--- config.mk ---
export PLATFORM = sky130hd
export DESIGN_NAME = stabilizer_gate_sequencer
export DESIGN_NICKNAME = d
export VERILOG_FILES = /design/src/rtl/stabilizer_gate_sequencer_pkg.sv /design/src/rtl/stabilizer_gate_sequencer_latency_counter.sv /design/src/rtl/stabilizer_gate_sequencer.sv
export SDC_FILE = /design/constraint.sdc
export NUM_CORES = 1
export LEC_CHECK = 0
export ABC_AREA = 0
export CAP_MARGIN = 20
export CORE_MARGIN = 2
export CORE_UTILIZATION = 30
export DETAILED_ROUTE_END_ITERATION = 7
export HOLD_SLACK_MARGIN = 0.05
export PLACE_DENSITY = 0.7
export REMOVE_ABC_BUFFERS = 1
export SYNTH_ARGS = -nofsm -noshare
export SYNTH_HDL_FRONTEND = slang
export SYNTH_HIERARCHICAL = 1
export SYNTH_SLANG_ARGS = --single-unit
--- constraint.sdc ---
create_clock -name clk -period 2.2 [get_ports clk]
set_input_delay 0.44 -clock clk [delete_from_list [all_inputs] [get_ports clk]]
set_output_delay 0.44 -clock clk [all_outputs]
set_load 0.005 [all_outputs]
--- src/rtl/stabilizer_gate_sequencer_pkg.sv ---
// Shared definitions for the stabilizer gate sequencer: gate encodings,
// sequencer state type and default pipeline latencies.
package stabilizer_gate_sequencer_pkg;

  localparam logic [2:0] GATE_H    = 3'd0;
  localparam logic [2:0] GATE_P    = 3'd1;
  localparam logic [2:0] GATE_CNOT = 3'd2;

  localparam int DEF_RAM_LAT   = 1;
  localparam int DEF_ALPHA_LAT = 4;

  typedef enum logic [1:0] {
    SEQ_IDLE  = 2'd0,
    SEQ_ISSUE = 2'd1,
    SEQ_WAIT  = 2'd2,
    SEQ_WRITE = 2'd3
  } seq_state_t;

  // A gate is legal when its type is H/P/CNOT and the qubit index is in range.
  function automatic logic gate_is_legal(input logic [2:0]  gate_type,
                                         input logic [31:0] qubit_pos,
                                         input logic [31:0] qubit_limit);
    return (gate_type <= GATE_CNOT) && (qubit_pos < qubit_limit);
  endfunction

endpackage

--- src/rtl/stabilizer_gate_sequencer_latency_counter.sv ---
// Loadable up-counter used to time the RAM + alpha datapath latency of one gate op.
// tc goes high once the count has reached the terminal value.
module seq_latency_counter #(
  parameter int W        = 4,
  parameter int TERMINAL = 4
) (
  input  logic         clk,
  input  logic         rst,
  input  logic         load,
  input  logic         en,
  input  logic [W-1:0] load_val,
  output logic [W-1:0] count,
  output logic         tc
);

  logic [W-1:0] count_reg;

  always_ff @(posedge clk or posedge rst) begin
    if (rst) begin
      count_reg <= '0;
    end else if (load) begin
      count_reg <= load_val;
    end else if (en) begin
      count_reg <= count_reg + W'(1);
    end
  end

  assign count = count_reg;
  // >= rather than == so a zero terminal value still releases the wait state.
  assign tc    = (count_reg >= W'(TERMINAL));

endmodule

--- src/rtl/stabilizer_gate_sequencer.sv ---
// Per-gate controller for the stabilizer alpha / global-phase datapath: accepts
// normalised Clifford gates, strobes the RAM read, samples alpha-zero, times the write.
module stabilizer_gate_sequencer
  import stabilizer_gate_sequencer_pkg::*;
#(
  parameter int num_qubit = 4,
  parameter int RAM_LAT   = DEF_RAM_LAT,
  parameter int ALPHA_LAT = DEF_ALPHA_LAT
) (
  input  logic        clk,
  input  logic        rst,
  input  logic        circuit_start,
  input  logic        gate_valid,
  output logic        gate_ready,
  input  logic [2:0]  gate_type,
  input  logic [31:0] qubit_pos,
  output logic [2:0]  gate_type_norm,
  output logic [31:0] qubit_pos_norm,
  output logic        first_gate,
  output logic        ram_rd_en,
  input  logic        initial_alpha_zero,
  output logic        alpha_zero_valid,
  output logic        alpha_zero,
  output logic        amp_wr_en,
  output logic        gate_done,
  output logic        gate_err,
  output logic [15:0] gate_count
);

  localparam int          OP_LAT      = RAM_LAT + ALPHA_LAT;
  localparam int          CNT_W       = $clog2(OP_LAT + 2);
  localparam logic [31:0] QPOS_LIMIT  = 32'(num_qubit);

  seq_state_t  state_reg, state_next;

  logic        gate_ready_reg;
  logic [2:0]  gate_type_norm_reg;
  logic [31:0] qubit_pos_norm_reg;
  logic        first_gate_reg;
  logic        armed_reg;
  logic        alpha_zero_reg;
  logic        alpha_zero_valid_reg;
  logic        gate_err_reg;
  logic [15:0] gate_count_reg;

  logic        accept;
  logic        legal;
  logic        accept_legal;
  logic        sample_now;
  logic        lat_en;
  logic        lat_tc;
  logic [CNT_W-1:0] lat_count;

  // gate_ready_reg is only ever high in IDLE, so it alone qualifies an accept.
  assign accept       = gate_ready_reg && gate_valid;
  assign legal        = gate_is_legal(gate_type, qubit_pos, QPOS_LIMIT);
  assign accept_legal = accept && legal;
  assign lat_en       = (state_reg == SEQ_ISSUE) || (state_reg == SEQ_WAIT);

  seq_latency_counter #(
    .W        (CNT_W),
    .TERMINAL (OP_LAT - 1)
  ) u_lat_cnt (
    .clk      (clk),
    .rst      (rst),
    .load     (accept_legal),
    .en       (lat_en),
    .load_val ('0),
    .count    (lat_count),
    .tc       (lat_tc)
  );

  // Counter reads 0 during ISSUE, so RAM data is valid when it equals RAM_LAT.
  assign sample_now = lat_en && (lat_count == CNT_W'(RAM_LAT)) &&
                      (gate_type_norm_reg == GATE_H);

  always_ff @(posedge clk or posedge rst) begin
    if (rst) begin
      state_reg <= SEQ_IDLE;
    end else begin
      state_reg <= state_next;
    end
  end

  always_comb begin
    state_next = state_reg;
    ram_rd_en  = 1'b0;
    amp_wr_en  = 1'b0;
    gate_done  = 1'b0;
    case (state_reg)
      SEQ_IDLE: begin
        if (accept_legal) begin
          state_next = SEQ_ISSUE;
        end
      end
      SEQ_ISSUE: begin
        ram_rd_en  = 1'b1;
        state_next = SEQ_WAIT;
      end
      SEQ_WAIT: begin
        if (lat_tc) begin
          state_next = SEQ_WRITE;
        end
      end
      SEQ_WRITE: begin
        amp_wr_en  = 1'b1;
        gate_done  = 1'b1;
        state_next = SEQ_IDLE;
      end
      default: begin
        state_next = SEQ_IDLE;
      end
    endcase
  end

  always_ff @(posedge clk or posedge rst) begin
    if (rst) begin
      gate_ready_reg       <= 1'b0;
      gate_type_norm_reg   <= '0;
      qubit_pos_norm_reg   <= '0;
      first_gate_reg       <= 1'b0;
      armed_reg            <= 1'b1;
      alpha_zero_reg       <= 1'b0;
      alpha_zero_valid_reg <= 1'b0;
      gate_err_reg         <= 1'b0;
      gate_count_reg       <= '0;
    end else begin
      gate_ready_reg       <= (state_next == SEQ_IDLE);
      gate_err_reg         <= accept && !legal;
      alpha_zero_valid_reg <= sample_now;

      if (sample_now) begin
        alpha_zero_reg <= initial_alpha_zero;
      end

      // A circuit_start coincident with the accept makes this gate the first one.
      if (accept_legal) begin
        gate_type_norm_reg <= gate_type;
        qubit_pos_norm_reg <= qubit_pos;
        first_gate_reg     <= armed_reg || circuit_start;
        armed_reg          <= 1'b0;
      end else if (circuit_start) begin
        armed_reg <= 1'b1;
      end

      if (circuit_start) begin
        gate_count_reg <= '0;
      end else if (state_reg == SEQ_WRITE) begin
        gate_count_reg <= gate_count_reg + 16'd1;
      end
    end
  end

  assign gate_ready       = gate_ready_reg;
  assign gate_type_norm   = gate_type_norm_reg;
  assign qubit_pos_norm   = qubit_pos_norm_reg;
  assign first_gate       = first_gate_reg;
  assign alpha_zero       = alpha_zero_reg;
  assign alpha_zero_valid = alpha_zero_valid_reg;
  assign gate_err         = gate_err_reg;
  assign gate_count       = gate_count_reg;

endmodule

=== After elaboration in Yosys (flattened, before gate mapping) ===
Index checks and enable logic that the tools add are counted.

* Input bits: 40
* Output and inout port bits: 59
* Word-level logic and storage cells: 46
* Flip-flop bits (word level): 62

* Reductions and logical operators: 15
* Add/subtract/negate cells: 2
* Magnitude comparators: 3
* Mux-type cells: 11
* Equality and inequality tests: 4

{| class="wikitable"
|+ Operator list
! operator !! count
|-
| $lt A32 B3 Y1 const B || 1
|-
| $mux W16 || 2
|-
| $add A16 B1 Y16 const B || 1
|-
| $pmux W2 S4 || 1
|-
| $logic_and A1 B1 Y1 || 6
|-
| $mux W3 || 2
|-
| $reduce_bool A2 Y1 || 3
|-
| $eq A2 B2 Y1 const B || 2
|-
| $logic_not A2 Y1 || 2
|-
| $mux W1 || 4
|-
| $mux W2 || 2
|-
| $add A3 B1 Y3 const B || 1
|-
| $eq A3 B1 Y1 const B || 1
|-
| $ge A3 B3 Y1 const B || 1
|-
| $le A3 B2 Y1 const B || 1
|-
| $logic_not A3 Y1 || 1
|-
| $eq A2 B1 Y1 const B || 1
|-
| $logic_or A1 B1 Y1 || 2
|-
| $logic_not A1 Y1 || 1
|}

=== Longest topological paths before layout ===
Gate-level depths: netlist of the first run.

* Word-level depth: 6
* Depth in mapped cells: 6
* Gate-level depth less buffers: 6

=== Modules after synthesis ===
The synthesis of the first run kept the hierarchy.

{| class="wikitable"
|+ Modules (own cells, without submodules)
! module !! cells an instance !! area each (um^2) !! seq. area each (um^2) !! instances
|-
| stabilizer_gate_sequencer || 206 || 2414.8 || 1477.7 || 1
|-
| seq_latency_counter || 19 || 181.4 || 75.1 || 1
|}

=== Worst setup path after synthesis of the first run ===
No wires, ideal clock.

* Kind: input-to-reg
* Start point: in qubit_pos[25]
* End point: reg u_lat_cnt.count_reg[2], in the netlist u_lat_cnt/count[2]
* Buffers on the path: 0
* Setup slack: 0.061 ns
* Library setup time: 0.126 ns
* Stages on the path: 5
* Data required time: 2.074 ns
* Data arrival time: 2.013 ns
* Cells stage by stage: nor4_1 -> nand3_1 -> nor4_1 -> nor2b_1 -> a221o_1

* Word-level cells in the longest chain between the ends: 4
* Elaborated cells on any way between the ends: 5
* Classes of those cells: order compare: 1; mux: 1; reduce/logical: 3

{| class="wikitable"
|+ Ends and longest elaborated chain
! element !! line !! source
|-
| start, declared || stabilizer_gate_sequencer.sv:16 || <nowiki>input logic [31:0] qubit_pos,</nowiki>
|-
| $lt A32 B3 Y1 * || stabilizer_gate_sequencer_pkg.sv:23 || <nowiki>return (gate_type <= GATE_CNOT) && (qubit_pos < qubit_limit);</nowiki>
|-
| $logic_and A1 B1 Y1 * || stabilizer_gate_sequencer_pkg.sv:23 ||
|-
| $logic_and A1 B1 Y1 * || stabilizer_gate_sequencer.sv:57 || <nowiki>assign accept_legal = accept && legal;</nowiki>
|-
| via accept_legal || stabilizer_gate_sequencer.sv:48 || <nowiki>logic accept_legal;</nowiki>
|-
| $mux W3 or $reduce_bool A2 Y1 (tied branches) || - ||
|-
| end signal, assigned || stabilizer_gate_sequencer_latency_counter.sv:22 || <nowiki>count_reg <= load_val;</nowiki>
|-
| end signal, assigned || stabilizer_gate_sequencer_latency_counter.sv:24 || <nowiki>count_reg <= count_reg + W'(1);</nowiki>
|-
| end, declared || stabilizer_gate_sequencer_latency_counter.sv:16 || <nowiki>logic [W-1:0] count_reg;</nowiki>
|}

Mark *: on every way through the listed nets, which the timed path passes. The rest lies on a longest branch.
A chain may end at the register's enable or synchronous reset.

=== Worst setup path after layout of the first run ===
* Start point: in qubit_pos[30]
* End point: reg qubit_pos_norm_reg[1], in the netlist qubit_pos_norm[1]

* Word-level cells in the longest chain between the ends: 3

{| class="wikitable"
|+ Ends and longest elaborated chain
! element !! line !! source
|-
| $lt A32 B3 Y1 || stabilizer_gate_sequencer_pkg.sv:23 ||
|-
| $logic_and A1 B1 Y1 || stabilizer_gate_sequencer_pkg.sv:23 ||
|-
| $logic_and A1 B1 Y1 || stabilizer_gate_sequencer.sv:57 ||
|-
| end signal, assigned || stabilizer_gate_sequencer.sv:139 || <nowiki>qubit_pos_norm_reg <= qubit_pos;</nowiki>
|-
| end, declared || stabilizer_gate_sequencer.sv:38 || <nowiki>logic [31:0] qubit_pos_norm_reg;</nowiki>
|}

No other way between the ends.

==> impl_metrics.tcl, run 1 <==
set metrics [dict create \
    cts-root-buf "clkbuf_8" \
    slowest_stage "clkdlybuf4s50_1" \
    fillers 756 \
    tns_ns 0 \
    synth_edf_count 0 \
    drc 0 \
    start_util_pct 31.28 \
    cts-htree-levels 3 \
    cts_max_path_buffers 2 \
    p_int_w 0.001788 \
    maxCapViolCount 0 \
    setup_viol 0 \
    finClkSkew_ns 0.006662 \
    grt_overflow 0 \
    netlist_instances 225 \
    powerDensity_mw_per_mm2 555.2 \
    synth.most_common_cell "dfrtp_1" \
    cts.reportedPaths.clkPinSlew_ns 0.06 \
    timing.hold.ws_ns 0.3312 \
    power_switching_w 0.0004375 \
    grt_pass1_vias 2060 \
    coreArea_mm2 0.008299 \
    fp.dieH_um 97.03 \
    clock_latency_ns 0.32 \
    p_sw_share_pct 19.66 \
    cts-hold-fix-buffers 0 \
    min_period_ns 2.139 \
    antenna_found_initial 0 \
    max_stage_delay_ns 0.43 \
    die-area_mm2 0.009414 \
    crit_path_cell_trace "clkdlybuf4s50_1, nor4_2, nand4_1, nor4_4, buf_12, mux2_2" \
    synth_top_area_cell "dfrtp_1" \
    combPwrFrac_pct 5.4 \
    syn_area_per_cell_um2 11.54 \
    grt_max_degree 60 \
    finalNetCount 386 \
    portBuffers 98 \
    area_delta_synth_final_pct 54.36 \
    syn-cell-area_mm2 0.002596 \
    cp_max_fo 7 \
    drtAntennaViolNets 0 \
    final_layout_size_suffix_gt1_share_pct 11.70 \
    numCtsBuffers 9 \
    wirelength_mm 6.041 \
    cts_tree "yes" \
    ys_seq_elements 62 \
    largest_reg_flops 32 \
    path_class "primary input to flop" \
    die_w_um 97.03 \
    synth-seq-area-share_pct 59.81 \
    required_ns 2.41 \
    hp-class "primary input to async pin" \
    synth-async-reset-ratio_pct 100.0 \
    seqPwrFrac_pct 51.3 \
    viasPerCell 4.555 \
    dr.first_iter.drc_count 62 \
    diodes 0 \
    dp_hpwl_mm 4.311 \
    gp_congestion 0.8084 \
    wl_per_cell_um 13.51 \
    end_kind "flop" \
    firstDrtPassIters 5 \
    cts_sinks 62 \
    status "finished clean" \
    crit_family "simple AND/OR/NAND/NOR gates" \
    ir_drop_mv 0.4160 \
    synth.top_cell.area_share_pct 58.80 \
    p_clk_share_pct 43.3 \
    synth_commonest_cells "dfrtp_1, nor2b_1, nor2_1" \
    grt_usage_pct 12.86 \
    post_cts_buffers 0 \
    finalHoldViolCount 0 \
    io_pins 99 \
    cp.arrival_ns 2.34 \
    synth.distinct_cells 39 \
    worstSetupStartpointType "primary input" \
    fmax_mhz 467.5 \
    slew_violations 0 \
    ys.flop_type "dfrtp_1" \
    rsz0062_at_grt "yes" \
    period_share_pct 97.23 \
    grt_pass1_wl_mm 9.756 \
    num_rows 33 \
    synth_area_leaders "dfrtp_1, nor2b_1, ha_1" \
    yosysWarnings 6 \
    path_buf_inv 2 \
    vias 2036 \
    cellLeakagePower_nw 1.762 \
]
-- timing repair --
action | 4_1_cts | 5_1_grt
endpoints found under the setup margin | 0 | 8
gates resized for setup | 0 | 4
endpoints found under the hold margin | 0 | 0
-- power by group through the flow --
stage | Clock, W | Combinational [W] | Sequential, W
2_1_floorplan | 0 | 0.0000249 | 0.00116
3_3_place_gp | 0 | 0.000118 | 0.00116
3_5_place_dp | 0 | 0.000119 | 0.00116
4_1_cts | 0.00100 | 0.000120 | 0.00114
5_1_grt | 0.00106 | 0.000132 | 0.00114
6_report | 0.000963 | 0.000120 | 0.00114
-- through the flow --
step | total power [W] | utilization, % | setup WS, ns | std cells | cell area [um^2]
2_1_floorplan | 0.001188 | - | -1.057 | 218 | 2549
3_3_place_gp | 0.001280 | 45.76 | -0.2526 | 433 | 3797
3_5_place_dp | 0.001282 | 45.76 | -0.2661 | 433 | 3797
4_1_cts | 0.002263 | 48.03 | 0.03208 | 447 | 3986
5_1_grt | 0.002328 | 48.29 | -0.05242 | 447 | 4008
6_report | 0.002225 | 48.29 | 0.06094 | 447 | 4008
-- layer usage --
metal,GRT usage [%],vias up,share of wire (%)
met5,0,-,0
met4,3.575,0,1.4
met3,6.792,9,8.0
met2,19.60,61,47
met1,15.95,983,44
li1,-,983,-
-- cell type report --
type	count	area (um^2)	area share, %
Multi-Input combinational cell	146	988.4	24.66
Timing Repair Buffer	110	1109	27.66
Sequential cell	62	1553	38.74
Tap cell	105	131.4	3.278
Inverter	10	37.54	0.9366
Clock inverter	1	30.03	0.7493
Clock buffer	13	158.9	3.965
-- layout by cell type, fill, tap and decap left out, types with 3 or more instances in the layout --
| master | synthesis | final |
|---|---|---|
| inv_1 | 10 | 9 |
| nand3_1 | 3 | 3 |
| o21ai_1 | 3 | 3 |
| a21oi_1 | 4 | 4 |
| dfrtp_1 | 61 | 61 |
| nor4_1 | 11 | 8 |
| conb_1 | 1 | 3 |
| mux2_2 | 6 | 6 |
| buf_12 | 0 | 3 |
| nor3_1 | 5 | 5 |
| xnor2_1 | 9 | 9 |
| ha_1 | 7 | 6 |
| nor4_2 | 2 | 4 |
| buf_4 | 3 | 9 |
| clkdlybuf4s50_1 | 0 | 98 |
| clkbuf_8 | 0 | 11 |
| nor2_1 | 20 | 20 |
| nand2b_1 | 3 | 3 |
| nand4_1 | 5 | 5 |
| nand2_1 | 11 | 11 |
| nor2b_1 | 33 | 33 |
| mux2i_1 | 3 | 3 |
-- worst paths after layout --
path	cells past startpoint	endpoint	start	slack, ns
max	6	qubit_pos_norm[1]	qubit_pos[30]	0.06
min	2	u_lat_cnt/count[2]	rst	0.33
max reg2reg	6	gate_count[11]	state_reg[0]	0.45
min reg2reg	1	qubit_pos_norm[27]	qubit_pos_norm[27]	0.50
max in group asynchronous	3	armed_reg	rst	1.36
min in group clk	1	qubit_pos_norm[27]	qubit_pos_norm[27]	0.50
-- cell families after synthesis --
| group | share of synthesized area [%] |
|---|---|
| buffers and inverters | 3.566 |
| multiplexers | 3.759 |
| other | 0.1444 |
| XOR/XNOR | 3.711 |
| flip-flops | 59.81 |
| adder cells (fa/ha/maj) | 3.373 |
| AND/OR/NAND/NOR | 21.25 |
| AO/OA/AOI/OAI | 4.386 |
-- worst register-to-register path: cells and delay by family (launching register included) --
kind,cells,cell delay [ns]
adder cells (fa/ha/maj),1,0.31
AND/OR/NAND/NOR,1,0.33
AO/OA/AOI/OAI,3,0.41
flip-flops,1,0.41
buffers and inverters,1,0.19
(Power assumes the default switching activity.)
==> run 2: changes to the inputs <==
CAP_MARGIN = unset   (was 20)
==> results of run 2 <==
No change in the layout: final DEF, timing and power equal those of run 1.
==> run 3: changes to the inputs <==
CORE_UTILIZATION = 35   (was 30)
PLACE_DENSITY = 0.78   (was 0.7)
==> run 3 against run 2 <==
Sequential share of layout area is 0.35 points lower. Register-to-register slack worse by 0.03 ns. Cell area is 0.91% higher. Clock skew is 0.0024 ns lower. Setup slack better by 0.081 ns. Critical path depth is 1 higher. Global-route usage is 2.2 points higher. Maximum frequency is 3.9% higher. Largest cell class unchanged. Largest power group is now clock. Highest routed layer unchanged.
==> impl_metrics.tcl, run 3 (synthesis results as in run 1) <==
set metrics [dict create \
    status "finished clean" \
    fmax_mhz 485.9 \
    firstDrtPassIters 4 \
    slew_violations 0 \
    combPwrFrac_pct 4.7 \
    required_ns 2.41 \
    coreArea_mm2 0.007214 \
    cp-startpoint "qubit_pos[6]" \
    ir_drop_mv 0.4184 \
    cts_max_path_buffers 2 \
    final_cell_mix "clkdlybuf4s50_1, dfrtp_1, nor2b_1, nor2_1, buf_4" \
    end_kind "flop" \
    path_class "primary input to flop" \
    crit_top_cell "nor4_1" \
    grt_pass1_wl_mm 9.839 \
    maxCapViolCount 0 \
    diodes 0 \
    hp-class "primary input to async pin" \
    finalHoldViolCount 0 \
    worstMarginPinSlew_ns 0.5289 \
    grt_usage_pct 15.02 \
    max_stage_delay_ns 0.40 \
    gp_congestion 0.8273 \
    p_int_w 0.001999 \
    wirelength_mm 5.790 \
    antenna_found_initial 0 \
    crit_family "simple AND/OR/NAND/NOR gates" \
    wl_per_cell_um 12.98 \
    r2r_start "state_reg[0]" \
    cts_tree "yes" \
    period_share_pct 93.56 \
    crit_path_cell_trace "clkdlybuf4s50_1, nor4_1, nand4_1, nor4_1, buf_4, nor2b_1, a221o_1" \
    start_util_pct 35.99 \
    die-area_mm2 0.008123 \
    cellLeakagePower_nw 1.795 \
    clock_latency_ns 0.33 \
    power_switching_w 0.0004790 \
    dr.first_iter.drc_count 50 \
    p_sw_share_pct 19.33 \
    path_buf_inv 2 \
    final_layout_size_suffix_gt1_share_pct 12.68 \
    rsz0062_at_grt "no" \
    vias 2032 \
    grt_pass1_vias 2065 \
    dp_hpwl_mm 4.204 \
    fin_area_mm2 0.004044 \
    r2r_end "gate_count[11]" \
    power_w 0.002478 \
    post_cts_buffers 0 \
    cts-htree-levels 3 \
    finClkSkew_ns 0.004308 \
    p_clk_share_pct 49.2 \
    cts_sinks 62 \
    cts-root-buf "clkbuf_8" \
    cts.reportedPaths.clkPinSlew_ns 0.07 \
    largest_reg_flops 32 \
    grt_overflow 0 \
    final_common_cell "clkdlybuf4s50_1" \
    num_rows 31 \
    fillers 614 \
    finalNetCount 389 \
    seqPwrFrac_pct 46.0 \
    viasPerCell 4.556 \
    cp_max_fo 4 \
    cp.arrival_ns 2.27 \
    fp.dieH_um 90.13 \
    cts-hold-fix-buffers 0 \
    max_slew_margin_pct 64.69 \
    min_period_ns 2.058 \
    place_area_mm2 0.003787 \
    slowest_stage "clkdlybuf4s50_1" \
    io_pins 99 \
    r2r_cells 6 \
    portBuffers 98 \
    reg2reg_slack_ns 0.42 \
    drtAntennaViolNets 0 \
    setup_viol 0 \
    grt_max_degree 38 \
    area_delta_synth_final_pct 55.76 \
    powerDensity_mw_per_mm2 612.8 \
    cp.depth 7 \
    drc 0 \
    numCtsBuffers 9 \
    worstSetupStartpointType "primary input" \
    die_w_um 90.13 \
]
[run 3: worst max path at each step]
stage                         endpoint
detailed placement  u_lat_cnt/count[2]
global route        u_lat_cnt/count[2]
global placement     gate_type_norm[0]
CTS                 u_lat_cnt/count[2]
finish              u_lat_cnt/count[2]
floorplan            gate_type_norm[0]
[run 3: area by class of cell]
cell class              count  area, um^2  share of cell area [%]
flip-flops and latches     62        1553                   38.40
multi-input cells         146       975.9                   24.13
inverters                  10       37.54                  0.9282
clock buffers              11       141.4                   3.496
well taps                  99       123.9                   3.063
repair buffers            113        1106                   27.35
clock inverters             5       106.4                   2.630
[run 3: timing repair]
action / in CTS / in global routing
hold endpoints to repair: 0 / 0
setup endpoints to repair: 0 / 12
resized for setup: 0 / 2
[run 3: routing by layer]
| layer | global-route usage (%) | vias up | routed length, um |
|---|---|---|---|
| met5 | 0 | - | 0 |
| met4 | 5.513 | 0 | 61 |
| met3 | 7.376 | 9 | 533 |
| met2 | 21.99 | 68 | 2618 |
| met1 | 19.25 | 963 | 2577 |
| li1 | - | 992 | - |
[run 3: worst register-to-register path, cell delays in order, from the launching register on]
cell and delay, ns:
dfrtp_1 0.42, ha_2 0.30, o21ai_1 0.12, nor4_2 0.39, buf_4 0.18, a21oi_1 0.05, a31o_2 0.21
[run 3: power groups by stage]
stage	sequential [W]	combinational [W]	clock [W]
detailed placement	0.00116	0.000119	0
global route	0.00114	0.000130	0.00132
global placement	0.00116	0.000118	0
CTS	0.00114	0.000119	0.00126
finish	0.00114	0.000117	0.00122
floorplan	0.00116	0.0000249	0
[run 3: metrics by stage]
stage               TNS [ns]  setup WS (ns)  instances  utilization, %  hold WS, ns
floorplan             -30.46         -1.057        218               -       0.1936
global placement      -6.973        -0.2341        430           52.50       0.4798
detailed placement    -10.01        -0.3238        430           52.50       0.4850
CTS                        0        0.01831        446           55.93       0.3171
global route               0        0.01908        446           56.05       0.3200
finish                     0         0.1418        446           56.05       0.3358
